<file path="src/rtl/charlie7x5_pkg.sv">
// Shared constants and pixel-to-pin mapping for the 7-pin charlieplexed 7x5 matrix.
package charlie7x5_pkg;
  localparam int NUM_PINS = 7;
  localparam int NUM_ROWS = 5;
  localparam logic [2:0] ADDR_CTRL = 3'd7;
  localparam int CTRL_COMMIT = 0;
  localparam int CTRL_ENABLE = 1;

  typedef enum logic {ST_BLANK, ST_DRIVE} scan_state_e;

  // Cathode pin for pixel (c,r): (c+1+r) mod 7, never equal to the anode c.
  function automatic logic [2:0] cathode_pin(input logic [2:0] c, input logic [2:0] r);
    logic [3:0] s;
    s = {1'b0, c} + {1'b0, r} + 4'd1;
    if (s >= 4'd7) s = s - 4'd7;
    return s[2:0];
  endfunction
endpackage

</file>
<file path="src/rtl/charlie7x5_decode.sv">
// Combinational map from one column's 5 pixels to pin enables/levels.
module charlie7x5_decode
  import charlie7x5_pkg::*;
(
  input  logic                active,
  input  logic [2:0]          col,
  input  logic [NUM_ROWS-1:0] pix,
  output logic [NUM_PINS-1:0] oe,
  output logic [NUM_PINS-1:0] o
);
  always_comb begin
    oe = '0;
    o  = '0;
    if (active) begin
      // Lit pixels pull their cathode low; o stays 0 for those pins.
      for (int r = 0; r < NUM_ROWS; r++)
        if (pix[r]) oe[cathode_pin(col, 3'(r))] = 1'b1;
      oe[col] = 1'b1;
      o[col]  = 1'b1;
    end
  end
endmodule

</file>
<file path="src/rtl/charlie7x5_scan.sv">
// Charlieplex 7x5 scan controller: double-buffered framebuffer, column scan, Wishbone slave.
module charlie7x5_scan
  import charlie7x5_pkg::*;
#(
  parameter int TICKS_PER_COLUMN = 4800,
  parameter int BLANK_TICKS      = 48
) (
  input  logic                clock,
  input  logic                reset_n,
  input  logic                wb_stb,
  input  logic                wb_we,
  input  logic [2:0]          wb_adr,
  input  logic [7:0]          wb_dat_i,
  output logic [7:0]          wb_dat_o,
  output logic                wb_ack,
  output logic [NUM_PINS-1:0] charlie7x5_oe,
  output logic [NUM_PINS-1:0] charlie7x5_o,
  output logic                frame_start
);
  localparam int TW = $clog2(TICKS_PER_COLUMN);
  localparam logic [TW-1:0] TICK_LAST  = TW'(TICKS_PER_COLUMN - 1);
  localparam logic [TW-1:0] TICK_BLANK = TW'(BLANK_TICKS);

  scan_state_e state, state_nx;
  logic [TW-1:0] tick, tick_nx;
  logic [2:0] col, col_nx;
  logic col_wrap, wrap;

  logic [NUM_PINS-1:0][NUM_ROWS-1:0] front, back;
  logic enable, commit_pending;
  logic req_we;
  logic [2:0] req_adr;
  logic [7:0] req_dat, rdata;
  logic [NUM_PINS-1:0] dec_oe, dec_o;

  always_ff @(posedge clock) begin
    if (!reset_n) begin
      state <= ST_BLANK;
      tick  <= '0;
      col   <= '0;
    end else begin
      state <= state_nx;
      tick  <= tick_nx;
      col   <= col_nx;
    end
  end

  always_comb begin
    col_wrap = (tick == TICK_LAST);
    wrap     = col_wrap && (col == 3'd6);
    tick_nx  = col_wrap ? '0 : tick + 1'b1;
    col_nx   = col;
    if (wrap) col_nx = 3'd0;
    else if (col_wrap) col_nx = col + 3'd1;
    state_nx = (tick_nx < TICK_BLANK) ? ST_BLANK : ST_DRIVE;
  end

  always_comb begin
    rdata = '0;
    if (wb_adr == ADDR_CTRL) begin
      rdata[CTRL_COMMIT] = commit_pending;
      rdata[CTRL_ENABLE] = enable;
    end else begin
      rdata[NUM_ROWS-1:0] = back[wb_adr];
    end
  end

  charlie7x5_decode u_decode (
    .active (state == ST_DRIVE && enable),
    .col    (col),
    .pix    (front[col]),
    .oe     (dec_oe),
    .o      (dec_o)
  );

  always_ff @(posedge clock) begin
    if (!reset_n) begin
      front          <= '0;
      back           <= '0;
      enable         <= 1'b0;
      commit_pending <= 1'b0;
      wb_ack         <= 1'b0;
      wb_dat_o       <= '0;
      req_we         <= 1'b0;
      req_adr        <= '0;
      req_dat        <= '0;
      frame_start    <= 1'b0;
      charlie7x5_oe  <= '0;
      charlie7x5_o   <= '0;
    end else begin
      frame_start <= wrap;
      if (wrap && commit_pending) begin
        front          <= back;
        commit_pending <= 1'b0;
      end
      if (wb_stb && !wb_ack) begin
        wb_ack   <= 1'b1;
        wb_dat_o <= rdata;
        req_we   <= wb_we;
        req_adr  <= wb_adr;
        req_dat  <= wb_dat_i;
      end else begin
        wb_ack   <= 1'b0;
        wb_dat_o <= '0;
      end
      // Writes land after the swap assignments so a coinciding commit re-arms.
      if (wb_ack && req_we) begin
        if (req_adr == ADDR_CTRL) begin
          if (req_dat[CTRL_COMMIT]) commit_pending <= 1'b1;
          enable <= req_dat[CTRL_ENABLE];
        end else begin
          back[req_adr] <= req_dat[NUM_ROWS-1:0];
        end
      end
      charlie7x5_oe <= dec_oe;
      charlie7x5_o  <= dec_o;
    end
  end
endmodule

</file>
<file path="config.mk">
export PLATFORM = sky130hd
export DESIGN_NAME = charlie7x5_scan
export DESIGN_NICKNAME = d
export VERILOG_FILES = /design/src/rtl/charlie7x5_pkg.sv /design/src/rtl/charlie7x5_decode.sv /design/src/rtl/charlie7x5_scan.sv
export SDC_FILE = /design/constraint.sdc
export NUM_CORES = 1
export LEC_CHECK = 0
export BUFFER_PORTS_ARGS = -buffer_cell sky130_fd_sc_hd__buf_4
export CORE_ASPECT_RATIO = 1.1
export CORE_MARGIN = 5
export CORE_UTILIZATION = 50
export CTS_CLUSTER_SIZE = 25
export DETAILED_ROUTE_END_ITERATION = 16
export GPL_ROUTABILITY_DRIVEN = 1
export PLACE_DENSITY = 0.68
export SYNTH_ARGS = -nofsm -noshare
export SYNTH_HDL_FRONTEND = slang
export SYNTH_SLANG_ARGS = --single-unit
</file>
<file path="constraint.sdc">
create_clock -name clock -period 4.2 [get_ports clock]
set_clock_uncertainty 0.05 [all_clocks]
set_input_delay 0.42 -clock clock [delete_from_list [all_inputs] [get_ports clock]]
set_output_delay 0.42 -clock clock [all_outputs]
set_load 0.02 [all_outputs]
</file>
==> summary.txt <==
sequential-to-total area share from yosys stat - 39.5%
Crit path largest cell delay - 0.66 ns
Nets - 738
Multi-input gate area - 3340 um2
clk buf depth - 2
RSZ-0062 raised after global routing - no
drt wl/cell - 16.6 um
prevailing post-synth register cell - dfxtp_1
most common cell after layout, fill and taps aside - dfxtp_1
commonest non-fill, non-tap cells in the layout - dfxtp_1 (118), nand2_1 (117), nor2_1 (73), mux2i_1 (60), buf_4 (38)
worst slew pin tran - 1.15 ns
largest net degree at the start of global routing - 63
P&R area growth vs syn - 13.7%
Die Y - 125 um
antenna violations before repair - 0
CTS buffer count - 17
reg2reg end - charlie7x5_oe[3]
Starting Density - 50.6%
setup_tns - 0 ns
Max rail drop VDD - 299 uV
drt drc - 0
syn_area_per_cell - 8.47 um2
sw frac - 21.7%
Rel. slew slack - 22.5%
storage element area - 2380 um2
Hold Path Stages - 3
Distinct cells, synth - 58
Leak Pwr - 2.43 nW
Pre-antenna DRT Iters - 5
Worst Slack Setup Final - 1.02 ns
post-synthesis async set-or-reset flop share - 0%
Synth Warn # - 0
vias in the first global route - 4933
clock share of power - 54.6%
combinational cell fraction of total power - 2.5%
die width - 115 um
startpoint type of the worst setup path - register
CTS HTree Levels - 4
CTS Sinks - 119
GR Overflow Total - 0
Fillers - 1076
Critical Path Fanout Max - 17
Mapped Area - 6030 um2
FMAX - 0.314 GHz
minimum clock period after layout - 3.18 ns
CTS tree - done
Power Total - 0.00268 W
crit path DAT - 3.41 ns
Hold Path Class - input pin to register
CTS Hold Bufs - 0
WP data required - 4.43 ns
GRT Resource Usage Total - 21.2%
Max Cap Violations - 0
port bufs - 32
crit-path cells - inv_1 > ha_1 > xnor2_1 > o32ai_1 > o211ai_1 > a211oi_1 > a221oi_1 > a21oi_1
EDFF count, synth - 0
status - finished, final reports clean
pre-CTS setup slack - 1.10 ns
R2R Setup Slk - 1.02 ns
cells after synthesis - 712
total number of vias - 5052
Max Slew Vio Count - 0
nature of the critical path endpoint - register
top post-synthesis cells by area - dfxtp_1 (39%), mux2i_1 (10%), nand2_1 (7.3%)
dpl hpwl - 10300 um
area share of the largest cell type after synthesis - 39.5%
DRC violation total after the first TritonRoute iteration - 531
end of the worst hold path - req_dat[2]
Avg Vias per Cell - 5.73
Rows - 42
Die ar. - 14400 um2
sequential power share - 42.9%
Bufs and invs on worst path - 1
worst flop-to-flop path startpoint - col[0]
dpl cells - 850
Clk Latency, worst-skew pair - 0.41 ns
Yosys top cell by area - dfxtp_1
CP delay by family, top - compound AO/OA/AOI/OAI gates
first-pass GRT wire length - 24700 um
PwrDens - 391 nW/um2
gp weighted congestion - 0.917
share of layout cells above drive strength 1 - 12.2%
Ant. Diodes - 0
Int Pwr - 0.00210 W
slowest stage cell, crit path - xnor2_1
HP Start - wb_dat_i[2]
Post-CTS Resized - 0
Synth Register Bits - 119
Worst-path clk slew - 0.06 ns
final setup violation count - 0
Total Wirelength - 14600 um
NetSw - 0.000583 W
Ports - 39
post-route clock period utilization - 75.8%
reg2reg path depth - 8
Routed Antenna Nets - 0
Setup CP Type - register to register
final std cells w/o fill - 882
Fin. Hold Viols - 0
Root Driver - clkbuf_16
setup bufs post-CTS - 0
Core Box Area - 11900 um2
[cells in the mapped netlist (3+ instances only)]
cell type  count
dfxtp_1      119
nand2_1      117
nor2_1        73
mux2i_1       60
a21boi_1      30
clkbuf_1      30
a21oi_1       26
nor2b_1       25
o21ai_0       18
nand3_1       17
buf_2         13
inv_1         13
a31oi_1       11
a22oi_1       10
nor3_1        10
xor2_1        10
xnor2_1        9
a21boi_0       8
ha_1           8
a221oi_1       7
mux4_2         7
and2_1         6
buf_1          6
nand2b_1       6
o22ai_1        6
and3_1         5
nor4_1         5
buf_4          4
mux2_2         4
nand4_1        4
a211oi_1       3
buf_6          3
nand3b_1       3
o31ai_1        3
[power groups by stage]
stage	registers [W]	clock network, W	logic [W]
after CTS	0.00115	0.00149	0.0000666
after global placement	0.00117	0	0.0000655
after detailed placement	0.00118	0	0.0000663
after floorplan	0.00117	0	0.0000552
after global routing	0.00115	0.00155	0.0000726
final	0.00115	0.00147	0.0000660
[worst max-delay path by stage]
stage | from | endpoint | slack [ns] | cells past startpoint
after floorplan | col[1] | charlie7x5_oe[2] | 1.55 | 10
after global placement | col[0] | charlie7x5_oe[3] | 1.21 | 8
after detailed placement | col[0] | charlie7x5_oe[3] | 1.10 | 8
after CTS | col[0] | charlie7x5_oe[3] | 1.08 | 8
after global routing | col[0] | charlie7x5_oe[3] | 0.74 | 8
final | col[0] | charlie7x5_oe[3] | 1.02 | 8
[worst register-to-register path, cell delays in order (launching register included)]
cell and delay, ns:
dfxtp_2 0.47, inv_1 0.30, ha_1 0.51, xnor2_1 0.67, o32ai_1 0.26, o211ai_1 0.30
a211oi_1 0.08, a221oi_1 0.31, a21oi_1 0.12
[state kept, by name, indices dropped and copies added, names as in the netlist]
signal / flops
back: 35
charlie7x5_o: 7
charlie7x5_oe: 7
col: 3
commit_pending: 1
enable: 1
frame_start: 1
front: 35
req_adr: 3
req_dat: 5
req_we: 1
state: 1
tick: 13
wb_ack: 1
wb_dat_o: 5
[per-stage QoR]
| step | hold slack (ns) | util [%] | cell area [um2] |
|---|---|---|---|
| 3_5_place_dp | 0.395 | 52.4 | 6250 |
| 3_3_place_gp | 0.391 | 52.4 | 6250 |
| 4_1_cts | 0.194 | 57.5 | 6860 |
| 6_report | 0.209 | 57.5 | 6860 |
| 5_1_grt | 0.208 | 57.5 | 6860 |
| 2_1_floorplan | 0.380 | - | 6040 |
[cell families (layout without fill, tap and decap cells)]
family | Yosys count | in the layout | share of synthesized area (%)
compound gates | 141 | 141 | 15.9
xor+xnor | 19 | 19 | 2.76
fa+ha+maj | 8 | 8 | 1.66
buf+inv | 71 | 85 | 5.31
flops | 119 | 119 | 39.5
mux | 71 | 71 | 13.3
other cells | 1 | 3 | 0.0622
simple gates | 282 | 282 | 21.5
[per-layer routing]
metal  share of wire (%)  track usage [%]  wire length (um)  vias up
li1                    -                -                 -     2474
met2                  47             33.4              6860      162
met4                 2.8             8.36               413        0
met3                 5.0             5.12               726       36
met1                  45             28.1              6630     2380
met5                   0                0                 0        -
[final cells by class]
class                           instances  share of cell area, %
Clock buffer                           17                   6.20
Clock inverter                         15                   2.61
Tap cell                              154                   2.81
Inverter                               15                  0.821
Sequential cell                       119                   34.8
Multi-Input combinational cell        524                   48.7
Timing Repair Buffer                   38                   4.16
No activity file was read; power rests on OpenSTA's default activity.
